[config.mk]
export PLATFORM = sky130hd
export DESIGN_NAME = request_arbiter16
export DESIGN_NICKNAME = d
export VERILOG_FILES = /design/src/rtl/request_arbiter16_pkg.sv /design/src/rtl/request_arbiter16_prio_enc16.sv /design/src/rtl/request_arbiter16.sv
export SDC_FILE = /design/constraint.sdc
export NUM_CORES = 1
export LEC_CHECK = 0
export ABC_AREA = 0
export CAP_MARGIN = 20
export CORE_MARGIN = 8
export CORE_UTILIZATION = 28
export CTS_CLUSTER_DIAMETER = 200
export DETAILED_ROUTE_END_ITERATION = 8
export GPL_ROUTABILITY_DRIVEN = 1
export GPL_TIMING_DRIVEN = 0
export SLEW_MARGIN = 20
export SYNTH_ARGS = -nofsm -noshare
export SYNTH_HDL_FRONTEND = slang
export SYNTH_SLANG_ARGS = --single-unit
[constraint.sdc]
create_clock -name clk -period 12.7 [get_ports clk]
set_input_delay 3.175 -clock clk [delete_from_list [all_inputs] [get_ports clk]]
set_output_delay 3.175 -clock clk [all_outputs]
set_load 0.05 [all_outputs]
[src/rtl/request_arbiter16_pkg.sv]
// Shared constants, types and helpers for the 16-requester arbiter.
// Imported by the priority encoder and the top level.
package request_arbiter16_pkg;

   localparam int NUM_REQ = 16;
   localparam int ID_W    = 4;

   typedef enum logic {
      IDLE = 1'b0,
      BUSY = 1'b1
   } arb_state_e;

   // Rotate left by 'amt' positions. The shifted-out bits wrap around.
   function automatic logic [NUM_REQ-1:0] rotl16(input logic [NUM_REQ-1:0] vec,
                                                 input logic [ID_W-1:0]    amt);
      logic [2*NUM_REQ-1:0] doubled;
      doubled = {vec, vec} << amt;
      return doubled[2*NUM_REQ-1:NUM_REQ];
   endfunction

   // Build a one-hot vector with only bit 'idx' set.
   function automatic logic [NUM_REQ-1:0] onehot16(input logic [ID_W-1:0] idx);
      logic [NUM_REQ-1:0] vec;
      vec      = '0;
      vec[idx] = 1'b1;
      return vec;
   endfunction

endpackage : request_arbiter16_pkg

[src/rtl/request_arbiter16_prio_enc16.sv]
// Combinational 16-input priority encoder: the highest set index wins.
// valid_o is low when no input bit is set, and idx_o is then 0.
module prio_enc16
   import request_arbiter16_pkg::*;
(
   input  logic [NUM_REQ-1:0] in_i,
   output logic [ID_W-1:0]    idx_o,
   output logic               valid_o
);

   // Scan upward so that a later, higher set bit overwrites any lower one.
   always_comb begin
      idx_o = '0;
      for (int i = 0; i < NUM_REQ; i++) begin
         if (in_i[i]) begin
            idx_o = ID_W'(i);
         end
      end
   end

   assign valid_o = |in_i;

endmodule : prio_enc16

[src/rtl/request_arbiter16.sv]
// Registered 16-requester arbiter with fixed-priority and round-robin modes.
// Holds each grant until the owner releases it or the hold limit expires.
module request_arbiter16
   import request_arbiter16_pkg::*;
#(
   parameter int MAX_HOLD = 15,
   parameter int HOLD_W   = 4
) (
   input  logic               clk,
   input  logic               rst_n,
   input  logic               ena,
   input  logic               mode,
   input  logic [NUM_REQ-1:0] req,
   output logic [NUM_REQ-1:0] grant,
   output logic [ID_W-1:0]    grant_id,
   output logic               grant_valid,
   output logic               timeout
);

   arb_state_e          state_q;
   logic [NUM_REQ-1:0]  grant_q;
   logic [ID_W-1:0]     grantId_q;
   logic                grantValid_q;
   logic                timeout_q;
   logic [HOLD_W-1:0]   holdCnt_q;
   logic [ID_W-1:0]     lastId_q;

   logic [NUM_REQ-1:0]  fixedIn;
   logic [ID_W-1:0]     fixedIdx;
   logic                fixedValid;

   logic [ID_W-1:0]     rotAmt;
   logic [NUM_REQ-1:0]  rotReq;
   logic [ID_W-1:0]     rotIdx;
   logic                rotValid;

   logic [ID_W-1:0]     winnerId_d;
   logic                ownerHolding;
   logic                holdExpired;

   localparam logic [HOLD_W-1:0] HOLD_LAST = HOLD_W'(MAX_HOLD - 1);

   assign fixedIn = req;

   prio_enc16 u_fixedEnc (
      .in_i    (fixedIn),
      .idx_o   (fixedIdx),
      .valid_o (fixedValid)
   );

   // Rotating by -lastId puts requester lastId-1 at bit 15, so the encoder's
   // highest-wins rule yields the round-robin search order; adding lastId back
   // (mod 16) undoes the rotation.
   assign rotAmt = ID_W'(0) - lastId_q;
   assign rotReq = rotl16(req, rotAmt);

   prio_enc16 u_rrEnc (
      .in_i    (rotReq),
      .idx_o   (rotIdx),
      .valid_o (rotValid)
   );

   always_comb begin
      winnerId_d = fixedIdx;
      if (mode && rotValid) begin
         winnerId_d = rotIdx + lastId_q;
      end
   end

   assign ownerHolding = req[grantId_q];
   assign holdExpired  = (holdCnt_q >= HOLD_LAST);

   // Single FSM process. Every output is a register, so nothing on req
   // reaches the ports without passing through a clock edge.
   always_ff @(posedge clk or negedge rst_n) begin
      if (!rst_n) begin
         state_q      <= IDLE;
         grant_q      <= '0;
         grantId_q    <= '0;
         grantValid_q <= 1'b0;
         timeout_q    <= 1'b0;
         holdCnt_q    <= '0;
         lastId_q     <= '0;
      end else if (ena) begin
         timeout_q <= 1'b0;
         case (state_q)
            IDLE: begin
               if (fixedValid) begin
                  grant_q      <= onehot16(winnerId_d);
                  grantId_q    <= winnerId_d;
                  grantValid_q <= 1'b1;
                  holdCnt_q    <= '0;
                  lastId_q     <= winnerId_d;
                  state_q      <= BUSY;
               end
            end
            BUSY: begin
               if (!ownerHolding) begin
                  grant_q      <= '0;
                  grantId_q    <= '0;
                  grantValid_q <= 1'b0;
                  state_q      <= IDLE;
               end else if (!holdExpired) begin
                  holdCnt_q <= holdCnt_q + HOLD_W'(1);
               end else begin
                  // Forced revocation. lastId still names this owner, which
                  // makes it the last candidate in the next round-robin search.
                  grant_q      <= '0;
                  grantId_q    <= '0;
                  grantValid_q <= 1'b0;
                  timeout_q    <= 1'b1;
                  state_q      <= IDLE;
               end
            end
            default: begin
               state_q <= IDLE;
            end
         endcase
      end
   end

   assign grant       = grant_q;
   assign grant_id    = grantId_q;
   assign grant_valid = grantValid_q;
   assign timeout     = timeout_q;

endmodule : request_arbiter16
==> results_dict.tcl, run 1 <==
set metrics [dict create \
    synthFlopType "dfrtp_1" \
    antenna_cells 0 \
    cts.sinks 31 \
    holdWs_ns 0.4764 \
    clock.fmax_mhz 140.5 \
    hold_viol 0 \
    core_sq_mm 0.01014 \
    area_growth_pct 21.70 \
    final_common_cell "nand2_1" \
    rr_endpoint "grant[9]" \
    regArea_sq_um 775.7 \
    fin_ws_ns 5.585 \
    routabilityCongestion 0.8382 \
    die-area_sq_mm 0.01375 \
    die_w_microns 117.3 \
    nNetsFinal 352 \
    synth_nets 308 \
    clockBufferDepth 2 \
    syn_inst 281 \
    min_period_ns 7.115 \
    synth_edf_count 0 \
    firstDrtPassIters 4 \
    vias 2418 \
    vias_per_cell 5.245 \
    skew_ns 0.003966 \
    min_period_over_period_pct 56.03 \
    min_from "grant[4]" \
    cts_inserted_buffers 5 \
    drc 0 \
    drt_iter0_drc 135 \
    cts_tree "done" \
    grt_setup_unrepaired "false" \
    seq_area_frac_synth_pct 27.02 \
    path_max_fanout 9 \
    fillCellCount 1021 \
    ys.warnings.count 0 \
    hold_depth 2 \
    drive_gt1_share_pct 17.85 \
    stdcell_count 461 \
    hp-class "flop to flop" \
    grt_overflow 0 \
    cp.required_ns 12.82 \
    io_pins 42 \
    finalSetupViolations 0 \
    maxSlewHeadroom_pct 46.72 \
    grt_pass1_wl_microns 13240 \
    critPathCaptureType "flop" \
    drv_slew 0 \
    clk_latency_ns 0.28 \
    hpwlAfterDp_microns 6081 \
    reg2reg_depth 21 \
    dp_cells 454 \
    multi_input_area_sq_mm 0.001961 \
    status "finished, final reports clean" \
    synth-seq-cells 31 \
    cts_hold_buf 0 \
    critPathLaunchType "primary input" \
    crit_arrival_ns 7.24 \
    wire_per_inst_microns 16.96 \
    drv_cap 0 \
    row_count 37 \
    path_class "primary input to flop" \
    place_ws_ns 5.322 \
    mostFrequentLayoutCells "nand2_1 (39), clkdlybuf4s50_1 (36), dfrtp_1 (31)" \
    avgSynthCellArea_sq_um 10.22 \
    grt_max_degree 32 \
    min_to "grant[4]" \
    portBuffers 37 \
    grt_pass1_vias 2578 \
    wl_microns 7817 \
    synth.distinct_cells 53 \
    initial_core_util_pct 28.32 \
    grtUsageTotal_pct 12.17 \
    timing.setup.tns_ns 0 \
    synthArstFlopShare_pct 100.0 \
    r2r_start "lastId_q[0]" \
    dieHeight_microns 117.3 \
    post_cts_buffers 0 \
    cts_resized 0 \
    antenna_found_initial 0 \
    final_antenna_net_count 0 \
    htree_levels 2 \
    tightest_slew_ns 0.7939 \
    root_buffer "clkbuf_8" \
    reg2reg_slack_ns 7.36 \
    path_clk_slew_ns 0.07 \
    syn_area_sq_mm 0.002872 \
]
-- worst max-delay path: stages --
cell and delay (ns):
clkdlybuf4s50_1 0.59, mux2_2 0.37, mux4_1 0.58, mux2i_1 0.21
o21ai_0 0.10, o21ai_0 0.22, a21oi_1 0.10, o21ai_0 0.20
ha_1 0.22, inv_1 0.06, fa_1 0.37, xnor2_1 0.21
nor2_1 0.09, o211a_1 0.14, o311ai_0 0.45, o21ai_0 0.15
-- synthesized netlist by cell type (all sizes together) (2+ instances only) --
master / number / area share [%]
and3: 2 / 0.44
nand3b: 2 / 0.78
a211oi: 2 / 0.52
dfrtp: 31 / 27
mux2i: 22 / 8.2
nor2b: 6 / 1.3
nand2: 39 / 5.1
a21oi: 8 / 1.4
ha: 6 / 2.6
a21o: 2 / 0.52
o31ai: 15 / 3.9
buf: 7 / 1.8
o211ai: 4 / 1.0
o311ai: 2 / 0.61
mux2: 15 / 5.9
clkbuf: 8 / 1.0
mux4: 24 / 19
xor2: 3 / 1.2
xnor2: 3 / 1.2
nor4: 4 / 0.87
nor3: 3 / 0.70
nor2: 16 / 2.1
nand2b: 3 / 0.65
nand3: 8 / 1.6
o21ai: 14 / 2.4
o21bai: 3 / 0.78
inv: 14 / 1.8
-- through the flow --
step	cell area (sq um)	utilization (%)
finish	3495	34.47
global route	3495	34.47
CTS	3495	34.47
detailed placement	3407	33.60
global placement	3412	33.65
floorplan	2872	-
-- area by class of cell --
class,instances,share of cell area [%]
Multi-Input combinational cell,221,56.10
Sequential cell,31,22.20
Timing Repair Buffer,37,10.45
Tap cell,136,4.869
Clock buffer,6,2.363
Buffer,15,2.363
Inverter,14,1.504
Clock inverter,1,0.1432
-- registers in the layout, summed over array words and instances, names as in the netlist --
signal	count
grant	16
grant_id	4
holdCnt_q	4
lastId_q	4
grant_valid	1
state_q	1
timeout	1
-- layer usage --
metal	vias to the layer above	part of all wire, %	global-route usage (%)	wire length (microns)
li1	1151	-	-	-
met1	1190	43	15.40	3337
met2	69	51	20.75	4014
met3	8	4.8	2.411	379
met4	0	1.1	2.986	85
met5	-	0	0	0
-- worst max path at each step --
stage | from | endpoint | slack (ns) | cells past startpoint
floorplan | req[11] | grant[13] | 6.26 | 14
global placement | req[12] | grant[9] | 5.36 | 16
detailed placement | req[12] | grant[9] | 5.32 | 17
CTS | req[12] | grant[9] | 5.59 | 17
global route | req[12] | grant[6] | 5.10 | 17
finish | req[12] | grant[9] | 5.58 | 16
-- cell families (layout without fill, tap and decap cells) --
family | after synthesis | after routing | share of synthesized area [%]
fa+ha+maj | 7 | 7 | 3.312
xor+xnor | 6 | 6 | 2.353
mux | 61 | 61 | 33.07
compound gates | 58 | 58 | 13.81
buf+inv | 29 | 73 | 4.706
simple gates | 89 | 89 | 15.73
flops | 31 | 31 | 27.02
Power of run 1 is not shown: default switching activity piles up to over one toggle a cycle in this logic, so the estimate is an artifact.
==> run 2: changes to the inputs <==
- clock period: 12.7 -> 5.9 ns (I/O delays scaled with it)
==> results_dict.tcl, run 2 (same netlist as run 1, synthesis figures left out) <==
set metrics [dict create \
    status "finished, final reports clean" \
    firstDrtPassIters 4 \
    mostFrequentLayoutCells "nand2_1 (39), clkdlybuf4s50_1 (36), dfrtp_1 (31)" \
    portBuffers 37 \
    nNetsFinal 351 \
    largest_reg_flops 16 \
    critPathCaptureType "flop" \
    maxSlewHeadroom_pct 45.94 \
    grt_pass1_wl_microns 13240 \
    path_max_fanout 8 \
    worst-path-buf-inv 2 \
    drt_iter0_drc 157 \
    cp_top_family "compound AO/OA/AOI/OAI gates" \
    min_period_ns 5.433 \
    clockBufferDepth 2 \
    crit_chain "clkdlybuf4s50_1 > mux2_1 > mux4_1 > mux2i_1 > o21ai_0 > o21ai_0 > a21oi_1 > o21ai_0 > ha_1 > inv_1 > fa_1 > xnor2_1 > nor2_1 > o211a_1 > o311ai_0 > o21ai_0" \
    vias_per_cell 5.250 \
    dieHeight_microns 117.3 \
    die_w_microns 117.3 \
    top_layer_used "met4" \
    drv_cap 0 \
    wl_microns 7825 \
    crit_path_max_incr_delay_ns 0.58 \
    cts_inserted_buffers 5 \
    core_sq_mm 0.01014 \
    final_antenna_net_count 0 \
    grt_max_degree 32 \
    cts.sinks 31 \
    cts_hold_buf 0 \
    row_count 37 \
    io_pins 42 \
    hpwlAfterDp_microns 6081 \
    grt_overflow 0 \
    grt_pass1_vias 2578 \
    die-area_sq_mm 0.01375 \
    routabilityCongestion 0.8382 \
    grt_setup_unrepaired "false" \
    grtUsageTotal_pct 12.17 \
    cts_tree "done" \
    finalSetupViolations 0 \
    antenna_cells 0 \
    hold_viol 0 \
    drv_slew 0 \
    crit_slowest_cell "mux4_1" \
    root_buffer "clkbuf_8" \
    final_common_cell "nand2_1" \
    skew_ns 0.005010 \
    path_class "primary input to flop" \
    route.met3.wl_microns 258 \
    area_growth_pct 21.57 \
    clock.fmax_mhz 184.1 \
    crit_arrival_ns 5.56 \
    hp-class "flop to flop" \
    cts_resized 0 \
    wire_per_inst_microns 17.01 \
    drc 0 \
    critPathMostFrequentCell "o21ai_0" \
    wl_met2_microns 3937 \
    timing.setup.tns_ns 0 \
    critPathLaunchType "primary input" \
    min_period_over_period_pct 92.08 \
    drt-met1-wl_microns 3516 \
    cp.required_ns 6.02 \
    drive_gt1_share_pct 17.90 \
    initial_core_util_pct 28.32 \
    vias 2415 \
    clk_latency_ns 0.28 \
    path_clk_slew_ns 0.07 \
    tightest_slew_ns 0.8054 \
    post_cts_buffers 0 \
    htree_levels 2 \
    antenna_found_initial 0 \
]
==> run 2: cell count changes in the layout (fill, tap and decap cells not counted) <==
cell / change
buf_1: -1
==> run 2: per-stage QoR <==
step | cells | setup slack, ns | utilization, % | cell area, sq um | hold WS (ns)
CTS | 461 | 0.4897 | 34.47 | 3495 | 0.4820
detailed placement | 454 | 0.2215 | 33.60 | 3407 | 0.4666
global placement | 454 | 0.2620 | 33.65 | 3412 | 0.4626
floorplan | 281 | 1.156 | - | 2872 | 0.4661
global route | 460 | 0.003506 | 34.43 | 3491 | 0.5030
finish | 460 | 0.4670 | 34.43 | 3491 | 0.4768
==> run 2: metal layers <==
layer  global-route usage, %  vias to the layer above
met3                   2.411                       10
met5                       0                        -
met2                   20.75                       49
li1                        -                     1150
met4                   2.986                        0
met1                   15.40                     1206
==> run 2: worst min-delay path, cell delays in order (launching register included) <==
cell and delay (ns):
dfrtp_1 0.34, nand2_1 0.05, o31ai_1 0.05
==> run 2: layout make-up <==
cell class	instances	area (sq um)
Multi-Input combinational cell	221	1961
Sequential cell	31	775.7
Clock buffer	6	82.58
Buffer	14	78.83
Timing Repair Buffer	37	365.4
Tap cell	136	170.2
Inverter	14	52.55
Clock inverter	1	5.005
Fill cell	1020	6648
==> run 2: path summary, 6_finish.rpt <==
kind | startpoint | endpoint | slack [ns] | depth (start not counted)
max in group asynchronous | rst_n | holdCnt_q[2] | 4.20 | 1
worst min-delay path | grant[4] | grant[4] | 0.48 | 2
worst max register to register | lastId_q[0] | grant[9] | 1.00 | 20
worst max-delay path | req[7] | grant[9] | 0.47 | 16
worst min register to register | grant[4] | grant[4] | 0.48 | 2
min in group asynchronous | rst_n | grant[3] | 1.25 | 1
Power of run 2 is left out for the same reason.
